### config.mk
export PLATFORM = sky130hd
export DESIGN_NAME = apb_master
export DESIGN_NICKNAME = d
export VERILOG_FILES = /design/src/rtl/apb_master.sv
export SDC_FILE = /design/constraint.sdc
export NUM_CORES = 1
export LEC_CHECK = 0
export CORE_ASPECT_RATIO = 0.8
export CORE_UTILIZATION = 39
export DETAILED_ROUTE_END_ITERATION = 6
export PLACE_DENSITY = 0.8
export SYNTH_ARGS = -nofsm -noshare
export SYNTH_HDL_FRONTEND = slang
export SYNTH_SLANG_ARGS = --single-unit
export TNS_END_PERCENT = 20
### constraint.sdc
create_clock -name CLK -period 2.4 [get_ports CLK]
set_clock_uncertainty 0.15 [all_clocks]
set_input_delay 0.48 -clock CLK [delete_from_list [all_inputs] [get_ports CLK]]
set_output_delay 0.48 -clock CLK [all_outputs]
set_load 0.05 [all_outputs]
### src/rtl/apb_master.sv
// apb_master: converts a single-outstanding request/response interface into
// APB setup/access transfers, with wait states, PSLVERR and a bounded-wait
// timeout.
//
// Ports:
//   CLK, nRST            clock (rising edge), synchronous active-low reset
//   req, req_write,      request valid, direction (1=write), address and
//   req_addr, req_wdata  write data; accepted when req & req_ready
//   req_ready            high only while idle
//   rsp_valid            one-cycle completion pulse
//   rsp_rdata, rsp_err   read data (0 for writes/errors) and error status
//   PSEL, PENABLE,       APB master outputs
//   PWRITE, PADDR, PWDATA
//   PRDATA, PREADY,      APB slave responses, only looked at during ACCESS
//   PSLVERR
module apb_master #(
    parameter int ADDR_WIDTH     = 32,
    parameter int DATA_WIDTH     = 32,
    parameter int TIMEOUT_CYCLES = 16
) (
    input  logic                  CLK,
    input  logic                  nRST,
    input  logic                  req,
    input  logic                  req_write,
    input  logic [ADDR_WIDTH-1:0] req_addr,
    input  logic [DATA_WIDTH-1:0] req_wdata,
    output logic                  req_ready,
    output logic                  rsp_valid,
    output logic [DATA_WIDTH-1:0] rsp_rdata,
    output logic                  rsp_err,
    output logic                  PSEL,
    output logic                  PENABLE,
    output logic                  PWRITE,
    output logic [ADDR_WIDTH-1:0] PADDR,
    output logic [DATA_WIDTH-1:0] PWDATA,
    input  logic [DATA_WIDTH-1:0] PRDATA,
    input  logic                  PREADY,
    input  logic                  PSLVERR
);

    typedef enum logic [1:0] {IDLE, SETUP, ACCESS} state_t;

    // A zero timeout still needs a 1-bit counter so the width stays legal.
    localparam int CNT_W   = (TIMEOUT_CYCLES > 0) ? $clog2(TIMEOUT_CYCLES + 1) : 1;
    localparam int CNT_SAT = (TIMEOUT_CYCLES > 0) ? TIMEOUT_CYCLES : 1;
    localparam logic [CNT_W-1:0] CNT_MAX = CNT_W'(CNT_SAT);

    state_t           state;
    logic [CNT_W-1:0] wait_cnt;
    logic             timeout_hit;

    assign req_ready = (state == IDLE);

    // The counter holds the number of PREADY=0 cycles already seen; this
    // cycle's stall is the one that reaches the limit.
    assign timeout_hit = (TIMEOUT_CYCLES != 0) && (wait_cnt == CNT_MAX - CNT_W'(1));

    always_ff @(posedge CLK) begin
        if (!nRST) begin
            state     <= IDLE;
            PSEL      <= 1'b0;
            PENABLE   <= 1'b0;
            PWRITE    <= 1'b0;
            PADDR     <= '0;
            PWDATA    <= '0;
            rsp_valid <= 1'b0;
            rsp_err   <= 1'b0;
            rsp_rdata <= '0;
            wait_cnt  <= '0;
        end else begin
            rsp_valid <= 1'b0;
            case (state)
                IDLE: begin
                    if (req) begin
                        PADDR   <= req_addr;
                        PWDATA  <= req_wdata;
                        PWRITE  <= req_write;
                        PSEL    <= 1'b1;
                        PENABLE <= 1'b0;
                        state   <= SETUP;
                    end
                end
                SETUP: begin
                    PENABLE  <= 1'b1;
                    wait_cnt <= '0;
                    state    <= ACCESS;
                end
                ACCESS: begin
                    if (PREADY) begin
                        PSEL      <= 1'b0;
                        PENABLE   <= 1'b0;
                        rsp_valid <= 1'b1;
                        rsp_err   <= PSLVERR;
                        rsp_rdata <= (!PWRITE && !PSLVERR) ? PRDATA : '0;
                        state     <= IDLE;
                    end else begin
                        if (wait_cnt != CNT_MAX)
                            wait_cnt <= wait_cnt + CNT_W'(1);
                        if (timeout_hit) begin
                            PSEL      <= 1'b0;
                            PENABLE   <= 1'b0;
                            rsp_valid <= 1'b1;
                            rsp_err   <= 1'b1;
                            rsp_rdata <= '0;
                            state     <= IDLE;
                        end
                    end
                end
                default: state <= IDLE;
            endcase
        end
    end

endmodule
==> summary.txt, run 1 <==
Finish
  • Fillcell total: ~740
  • Layout area overhead: 62.8%
  • Layout Cells excl Fill: around 740
  • Ant diodes: 0
  • Fraction of layout cells with a size suffix above 1: approximately 5.3%
  • Final Core Density: between 60% and 70%
  • Final nets: ~720

Synthesis
  • Most frequently used flop master after synthesis: dfxtp_1
  • Mapped Area: between 3000 and 4000 um^2
  • Ys Warns: 0
  • Post-Syn Instances: around 430
  • Post-synth EDFFs: 0
  • Netlist cell types: 38
  • Sequential area share after synthesis: between 50 and 60%
  • Synthesized flop and latch total: 108
  • Synth Area per Inst: 9.01 um^2
  • Yosys top cell by area: dfxtp_1
  • Largest cells by area after synthesis: dfxtp_1, nand2_1, a21oi_1, a22o_1, buf_2
  • Post-Syn Nets: 530
  • Top cell type's share of synthesized area: 56.4%
  • Post-synth ARST share: 0%

Clock network
  • Post_cts resized: 0
  • CTS Hold Bufs: 0
  • # Post-CTS Setup Buffers: 0
  • # clock sinks: between 100 and 150
  • Htree depth: 3
  • Clock Tree Root: clkbuf_16
  • Reg clk slew, reported paths: ~0.070 ns
  • CTS Buffer Depth: 2
  • CTS tree: done
  • Worst skew pair latency: 0.34 ns
  • TritonCTS Buffers: 9

Setup path
  • Critical path launch point type: flip-flop
  • Critical path required time: 1.77 ns
  • Delay-heaviest family, CP: buffers and inverters
  • CP max FO: 3
  • WP buf/inv: 1
  • CP Capture Type: output pin
  • CP Data Arrival Time: 1.60 ns
  • Critical path, cell by cell: clkdlybuf4s50_1
  • WS Path Type: reg2out
  • CP max stage delay: 0.85 ns
  • Slowest-stage cell, CP: clkdlybuf4s50_1

Floorplan
  • I/O pins: slightly above 200
  • Initial Util: 41.2%
  • Die width: 113 um
  • Row count: 31
  • Die area: 10200 um^2
  • Core area: approximately 9300 um^2
  • Die height: roughly 91 um

STA
  • RSZ-0062 raised after global routing: no
  • Max-slew violations: 0
  • Minimum clock period: between 2 and 2.5 ns
  • Final setup fails: 0
  • Slew @ Worst Pin: ~0.57 ns
  • Fmax: about 450 MHz
  • Final Hold Fails: 0
  • Final WS setup: approximately 0.17 ns
  • Setup TNS: 0 ns
  • Tcrit/Tclk final: about 93%
  • Slew margin rel.: approximately three fifths

Drt
  • Vias: approximately 3700
  • 1st-iter DRT viols: 118
  • Drc violations: 0
  • ANT nets after route: 0
  • DRT Pass-1 Iters: 4
  • Vias per inst: 4.99
  • DR WL/cell: approximately 15 um
  • Total Wirelength: 10900 um

Place
  • HPWL after DPL: approximately 7900 um
  • Gpl congestion: 0.763
  • Port bufs: around 200
  • Inst Count DP: roughly 720
  • Pre-CTS setup slack: around 0.25 ns

Power and ir drop
  • PwrDens: about 660 nW/um^2
  • VDD IR max: about 0.0004 V
  • Final Power: just over 4 mW
  • P_leak: roughly 2.3 nW

Global routing
  • Total global routing track utilization: between 20% and 30%
  • GRT overflow: 0
  • Wire length of the first global-routing pass: about 18000 um
  • Vias in the first global route: 3663
  • Number of antenna violations at the first check in global routing: 0
  • Largest net degree at the start of global routing: 72

Flow run
  • MaxCap Viol Count: 0

Min path
  • Type of the worst min-delay path: reg2reg

Outcome
  • Outcome: finished clean
through the flow:
step | area, um^2 | hold slack [ns]
finish | 6240 | 0.301
global route | 6240 | 0.324
CTS | 6240 | 0.305
detailed placement | 5970 | 0.296
global placement | 5970 | 0.290
floorplan | 3830 | 0.341
path summary, 6_finish.rpt:
path,slack (ns),cells past startpoint,endpoint,startpoint
worst min register to register,0.30,2,PADDR[2],PADDR[2]
worst max register to register,0.48,7,rsp_rdata[2],wait_cnt[0]
worst min-delay path,0.30,2,PADDR[2],PADDR[2]
worst max-delay path,0.17,1,PWRITE,PWRITE
placed cells by master (no fill, tap or decap), types with 3 or more instances in the layout:
cell	instances
buf_4	9
nor2b_1	4
nand2_1	130
buf_12	3
a21oi_1	68
clkdlybuf4s50_1	202
nor2_1	5
ha_1	3
clkbuf_16	9
a22o_1	32
inv_1	6
dfxtp_1	108
nand2b_1	3
o32ai_1	3
per-layer routing:
layer	share of wire, %	up-vias	track usage (%)	wire (um)
li1	-	1827	-	-
met1	40	1686	24.4	4370
met2	48	147	37.2	5280
met3	9.1	26	8.93	991
met4	2.6	0	9.67	279
met5	0	-	0	0
synth_stat cells, drive strengths merged (2+ instances only):
| cell type | n |
|---|---|
| inv | 8 |
| buf | 22 |
| dfxtp | 108 |
| nor2 | 5 |
| a21oi | 68 |
| nand3 | 2 |
| a22o | 32 |
| a32oi | 2 |
| a21o | 2 |
| nand2b | 4 |
| nand4b | 2 |
| o32ai | 3 |
| ha | 3 |
| nor3b | 3 |
| nand4 | 2 |
| o21ai | 2 |
| nand2 | 130 |
| clkbuf | 9 |
| nor2b | 4 |
state kept, by name (all words and copies together), names as in the netlist:
signal / flops
PADDR: 32
PWDATA: 32
rsp_rdata: 32
wait_cnt: 5
state: 2
PENABLE: 1
PSEL: 1
PWRITE: 1
rsp_err: 1
rsp_valid: 1
power by group:
group	leakage (nW)	switching, mW	internal [mW]
sequential	0.881	0.0502	1.87
combinational	1.33	0.499	0.356
clock	0.131	0.642	0.726
total	2.34	1.19	2.96
logic make-up (layout without fill, tap and decap cells):
group                    count (synthesis)  count (layout)  share of synthesized area [%]
AND/OR/NAND/NOR                        160             160                           18.3
AO/OA/AOI/OAI                          115             115                           19.3
flip-flops                             108             108                           56.4
buffers and inverters                   39             237                           4.96
adder cells (fa/ha/maj)                  3               3                          0.980
final cells by class:
cell class | count | area [um^2] | share of cell area [%]
clock inverter | 4 | 26.3 | 0.421
multi-input combinational | 278 | 1480 | 23.8
timing repair buffer | 214 | 2150 | 34.5
inverter | 8 | 30.0 | 0.481
clock buffer | 11 | 243 | 3.89
sequential | 108 | 2160 | 34.7
tap | 115 | 144 | 2.31
Power figures use the tool's default switching activity.
==> run 2, diff against run 1 <==
--- a/config.mk
+++ b/config.mk
@@ -9,6 +9,7 @@
 export CORE_UTILIZATION = 39
 export DETAILED_ROUTE_END_ITERATION = 6
 export PLACE_DENSITY = 0.8
+export SETUP_SLACK_MARGIN = 0.02
 export SYNTH_ARGS = -nofsm -noshare
 export SYNTH_HDL_FRONTEND = slang
 export SYNTH_SLANG_ARGS = --single-unit
==> results of run 2 <==
The final DEF is identical to that of run 1; final timing and power are the same.
==> run 3, diff against run 2 <==
--- a/config.mk
+++ b/config.mk
@@ -5,10 +5,12 @@
 export SDC_FILE = /design/constraint.sdc
 export NUM_CORES = 1
 export LEC_CHECK = 0
+export CELL_PAD_IN_SITES_DETAIL_PLACEMENT = 1
+export CELL_PAD_IN_SITES_GLOBAL_PLACEMENT = 2
 export CORE_ASPECT_RATIO = 0.8
-export CORE_UTILIZATION = 39
+export CORE_UTILIZATION = 21
 export DETAILED_ROUTE_END_ITERATION = 6
-export PLACE_DENSITY = 0.8
+export PLACE_DENSITY_LB_ADDON = 0.1
 export SETUP_SLACK_MARGIN = 0.02
 export SYNTH_ARGS = -nofsm -noshare
 export SYNTH_HDL_FRONTEND = slang
==> summary.txt, run 3 (synthesis results as in run 1) <==
Power and ir drop
  • PwrDens: around 660 nW/um^2
  • P_leak: roughly 2.3 nW
  • VDD IR max: between 0.0002 and 0.0003 V
  • Final Power: 4.24 mW

STA
  • Final setup fails: 0
  • Setup TNS: 0 ns
  • Tcrit/Tclk final: slightly above 90%
  • Slew @ Worst Pin: 0.556 ns
  • Max-slew violations: 0
  • Final WS setup: 0.164 ns
  • Slew margin rel.: 62.8%
  • Fmax: roughly 450 MHz
  • Minimum clock period: 2.24 ns
  • RSZ-0062 raised after global routing: no
  • Final Hold Fails: 0

Drt
  • ANT nets after route: 0
  • DRT Pass-1 Iters: 6
  • Vias: 3712
  • Drc violations: 0
  • DR WL/cell: about 16 um
  • Vias per inst: 4.38
  • Total Wirelength: roughly 13000 um
  • 1st-iter DRT viols: 113

Finish
  • Layout area overhead: 66.7%
  • Largest regs: PADDR (32), PWDATA (32), rsp_rdata (32)
  • Final instance area: around 6400 um^2
  • Layout Cells excl Fill: around 850
  • Commonest cells after routing, fill and taps aside: clkdlybuf4s50_1, nand2_1, dfxtp_1
  • Ant diodes: 0
  • Final nets: 723
  • Commonest non-fill, non-tap cell in the layout: clkdlybuf4s50_1
  • Fraction of layout cells with a size suffix above 1: between 5 and 6%

Setup path
  • Critical path launch point type: flip-flop
  • CP max FO: 3
  • WS Path Type: reg2out
  • CP max stage delay: approximately 0.86 ns
  • Critical path required time: roughly 1.8 ns
  • Slowest-stage cell, CP: clkdlybuf4s50_1
  • Delay-heaviest family, CP: buffers and inverters
  • Critical path, cell by cell: clkdlybuf4s50_1
  • WP buf/inv: 1
  • CP Data Arrival Time: 1.61 ns
  • CP Capture Type: output pin

Place
  • Inst Count DP: 832
  • HPWL after DPL: between 9000 and 10000 um
  • Port bufs: ~200
  • Gpl congestion: roughly 0.7
  • Post-DP Area: 6100 um^2
  • Pre-CTS setup slack: between 0.2 and 0.25 ns

Global routing
  • Vias in the first global route: between 3000 and 4000
  • Total global routing track utilization: between 10% and 20%
  • Largest net degree at the start of global routing: between 60 and 70
  • Wire length of the first global-routing pass: 20400 um
  • GRT overflow: 0
  • Number of antenna violations at the first check in global routing: 0

Clock network
  • CTS tree: done
  • # Post-CTS Setup Buffers: 0
  • # clock sinks: roughly 110
  • Clock Tree Root: clkbuf_16
  • Post_cts resized: 0
  • Worst skew pair latency: between 0.3 and 0.4 ns
  • CTS Buffer Depth: 2
  • Htree depth: 3
  • CTS Hold Bufs: 0
  • Reg clk slew, reported paths: about 0.08 ns
  • TritonCTS Buffers: 9

Floorplan
  • Initial Util: between 20% and 30%
  • Die area: 18800 um^2
  • I/O pins: slightly above 200
  • Die width: between 150 and 200 um
  • Core area: approximately 18000 um^2
  • Row count: between 40 and 50
  • Die height: ~120 um

Outcome
  • Outcome: finished clean

Min path
  • Type of the worst min-delay path: reg2reg

Flow run
  • MaxCap Viol Count: 0
-- run 3: final timing paths --
path	start	to	slack (ns)	cells after the start
max	PWRITE	PWRITE	0.16	1
min	PWDATA[21]	PWDATA[21]	0.31	2
max reg2reg	wait_cnt[0]	rsp_rdata[15]	0.32	7
min reg2reg	PWDATA[21]	PWDATA[21]	0.31	2
-- run 3: where the power goes --
group          switching, mW  internal, mW
clock                  0.714         0.741
sequential            0.0457          1.87
combinational          0.514         0.353
total                   1.27          2.97
-- run 3: area by class of cell --
| cell class | count | area (um^2) |
|---|---|---|
| Tap cell | 225 | 282 |
| Fill cell | 2012 | 11200 |
| Clock inverter | 6 | 46.3 |
| Inverter | 8 | 30.0 |
| Multi-Input combinational cell | 278 | 1480 |
| Sequential cell | 108 | 2160 |
| Timing Repair Buffer | 213 | 2140 |
| Clock buffer | 10 | 239 |
-- run 3: layer usage --
layer  global-route usage [%]  up-vias  wire, um
met1                     16.1     1775      5730
met4                     4.73        0       159
met5                        0        -         0
met2                     23.4      100      6190
met3                     6.36       10      1070
li1                         -     1827         -
-- run 3: metrics by stage --
step	util [%]	hold WS (ns)
floorplan	-	0.341
global placement	34.7	0.291
detailed placement	34.7	0.298
CTS	36.3	0.309
global route	36.3	0.323
finish	36.3	0.307
==> edit (config.mk and constraints of run 1) <==
Change the parameter `ADDR_WIDTH` from 32 to 28.
--- a/src/rtl/apb_master.sv
+++ b/src/rtl/apb_master.sv
@@ -14,7 +14,7 @@
 //   PRDATA, PREADY,      APB slave responses, only looked at during ACCESS
 //   PSLVERR
 module apb_master #(
-    parameter int ADDR_WIDTH     = 32,
+    parameter int ADDR_WIDTH     = 28,
     parameter int DATA_WIDTH     = 32,
     parameter int TIMEOUT_CYCLES = 16
 ) (
Ports: changed (resized PADDR and req_addr); port bits go from 204 to 196. No check against the original RTL was run, so the function may have changed too.
==> edit against run 1 <==
Critical path depth is the same. Largest power group unchanged. Final area shrank 2.7%. Area after synthesis shrank 0.26%. Largest cell class unchanged. Routed wire length shrank 4.8%. Sequential cell count shrank 4. Via count shrank 3.7%. First-iteration DRC count grew to 2.8 times the old value. Setup slack gained 0.011 ns. Power shrank 0.61%.
==> edit: results (changes against run 1) <==
CTS Root Cell=clkbuf_16 (unchanged); Worst Max-Slew Pin Slew=0.622 ns (was 0.571 ns); final net count=694 (was 724); gr usage total=20.8% (was 22.1%); Synth Area in Compound Gates=18.9% (was 19.3%); drt via density=4.98 (was 4.99); Post-synth top cells=nand2_1 (122), dfxtp_1 (104), a21oi_1 (64) (was nand2_1 (130), dfxtp_1 (108), a21oi_1 (68)); DP Worst Slack=0.254 ns (was 0.251 ns); Max Fanout on Critical Path=3 (unchanged); post-cts sizing count=0 (unchanged); slowest stage delay, CP=0.85 ns (about the same); first-pass GRT wire length=16,900 um (was 17,900 um); Peak VDD IR=0.460 mV (was 0.402 mV); Synth Flop Type=dfxtp_1 (unchanged); n_diodes=0 (unchanged); asr flop ratio synth=0% (unchanged); status=finished clean (unchanged); Initial DRT Pass Iterations=4 (unchanged); Synth area leaders=dfxtp_1 (54%), nand2_1 (12%), a21oi_1 (8.4%), a22o_1 (7.3%), buf_6 (5.3%) (was dfxtp_1 (56%), nand2_1 (13%), a21oi_1 (8.9%), a22o_1 (7.3%), buf_2 (2.2%)); P_leak=2.27 nW (was 2.34 nW); number of global-route vias before repair=3,471 (was 3,663); Routed WL=10,400 um (was 10,900 um); HPWL after DPL=7440 um (was 7860 um); Setup Fix Bufs, Post-CTS=0 (unchanged); detailed router's first-iteration violation count=331 (was 118); filler cell count=767 (was 744); share of post-route cells with drive strength above 1=5.35% (was 5.30%); top flop regs=PWDATA x32, rsp_rdata x32, PADDR x28 (was PADDR x32, PWDATA x32, rsp_rdata x32); initial antenna violation count=0 (unchanged); CP top delay family=buffers and inverters (unchanged); Syn Nets=510 (was 530); Seq/Total Area, Yosys=54.5% (was 56.4%); Inserted Clock Buffers=9 (unchanged); GP Congestion=0.772 (was 0.763); post-synthesis adder-cell area fraction=0.982% (was 0.980%); Netlist cell types=39 (was 38); Synth warnings=0 (unchanged); buffers added on ports=195 (was 203); largest net degree at the start of global routing=68 (was 72)
[edit: stage by stage]
| stage | std cells | utilization, % | cell area [um2] |
|---|---|---|---|
| CTS | 713 | 65.5 | 6070 |
| global placement | 697 | 62.2 | 5770 |
| global route | 713 | 65.5 | 6070 |
| floorplan | 409 | - | 3820 |
| finish | 713 | 65.5 | 6070 |
| detailed placement | 697 | 62.2 | 5770 |
[edit: metal layers]
layer	GRT usage [%]	vias up	share of wire (%)
met5	0	-	0
met4	6.89	0	1.9
met3	6.98	15	8.5
met2	33.5	154	46
met1	26.1	1621	44
li1	-	1758	-
[edit: area by class of cell]
type / count / area share (%)
Clock buffer: 11 / 4.00
Timing Repair Buffer: 204 / 34.1
Tap cell: 115 / 2.37
Sequential cell: 104 / 34.3
Inverter: 8 / 0.495
Clock inverter: 5 / 0.928
Multi-Input combinational cell: 266 / 23.9
[edit: kinds of logic (layout without fill, tap and decap cells)]
family          Yosys count  count (layout)
compound gates          111             111
fa+ha+maj                 3               3
buf+inv                  39             228
flops                   104             104
simple gates            152             152
[edit: tightest hold or removal path: stages, from the launching register on]
cell     delay [ns]
dfxtp_1        0.31
nand2_1        0.05
a21oi_1        0.05
[edit: where the power goes]
| group | total (mW) | switching [mW] | internal [mW] |
|---|---|---|---|
| Sequential | 1.85 | 0.0480 | 1.80 |
| Combinational | 0.816 | 0.474 | 0.343 |
| Clock | 1.45 | 0.619 | 0.835 |
| Total | 4.12 | 1.14 | 2.98 |
[edit: final timing paths]
check	to	cells after the start	startpoint	slack [ns]
hold / removal	PADDR[27]	2	PADDR[27]	0.30
setup reg to reg	rsp_rdata[27]	7	wait_cnt[0]	0.35
setup / recovery	PWRITE	1	PWRITE	0.18
hold reg to reg	PADDR[27]	2	PADDR[27]	0.30
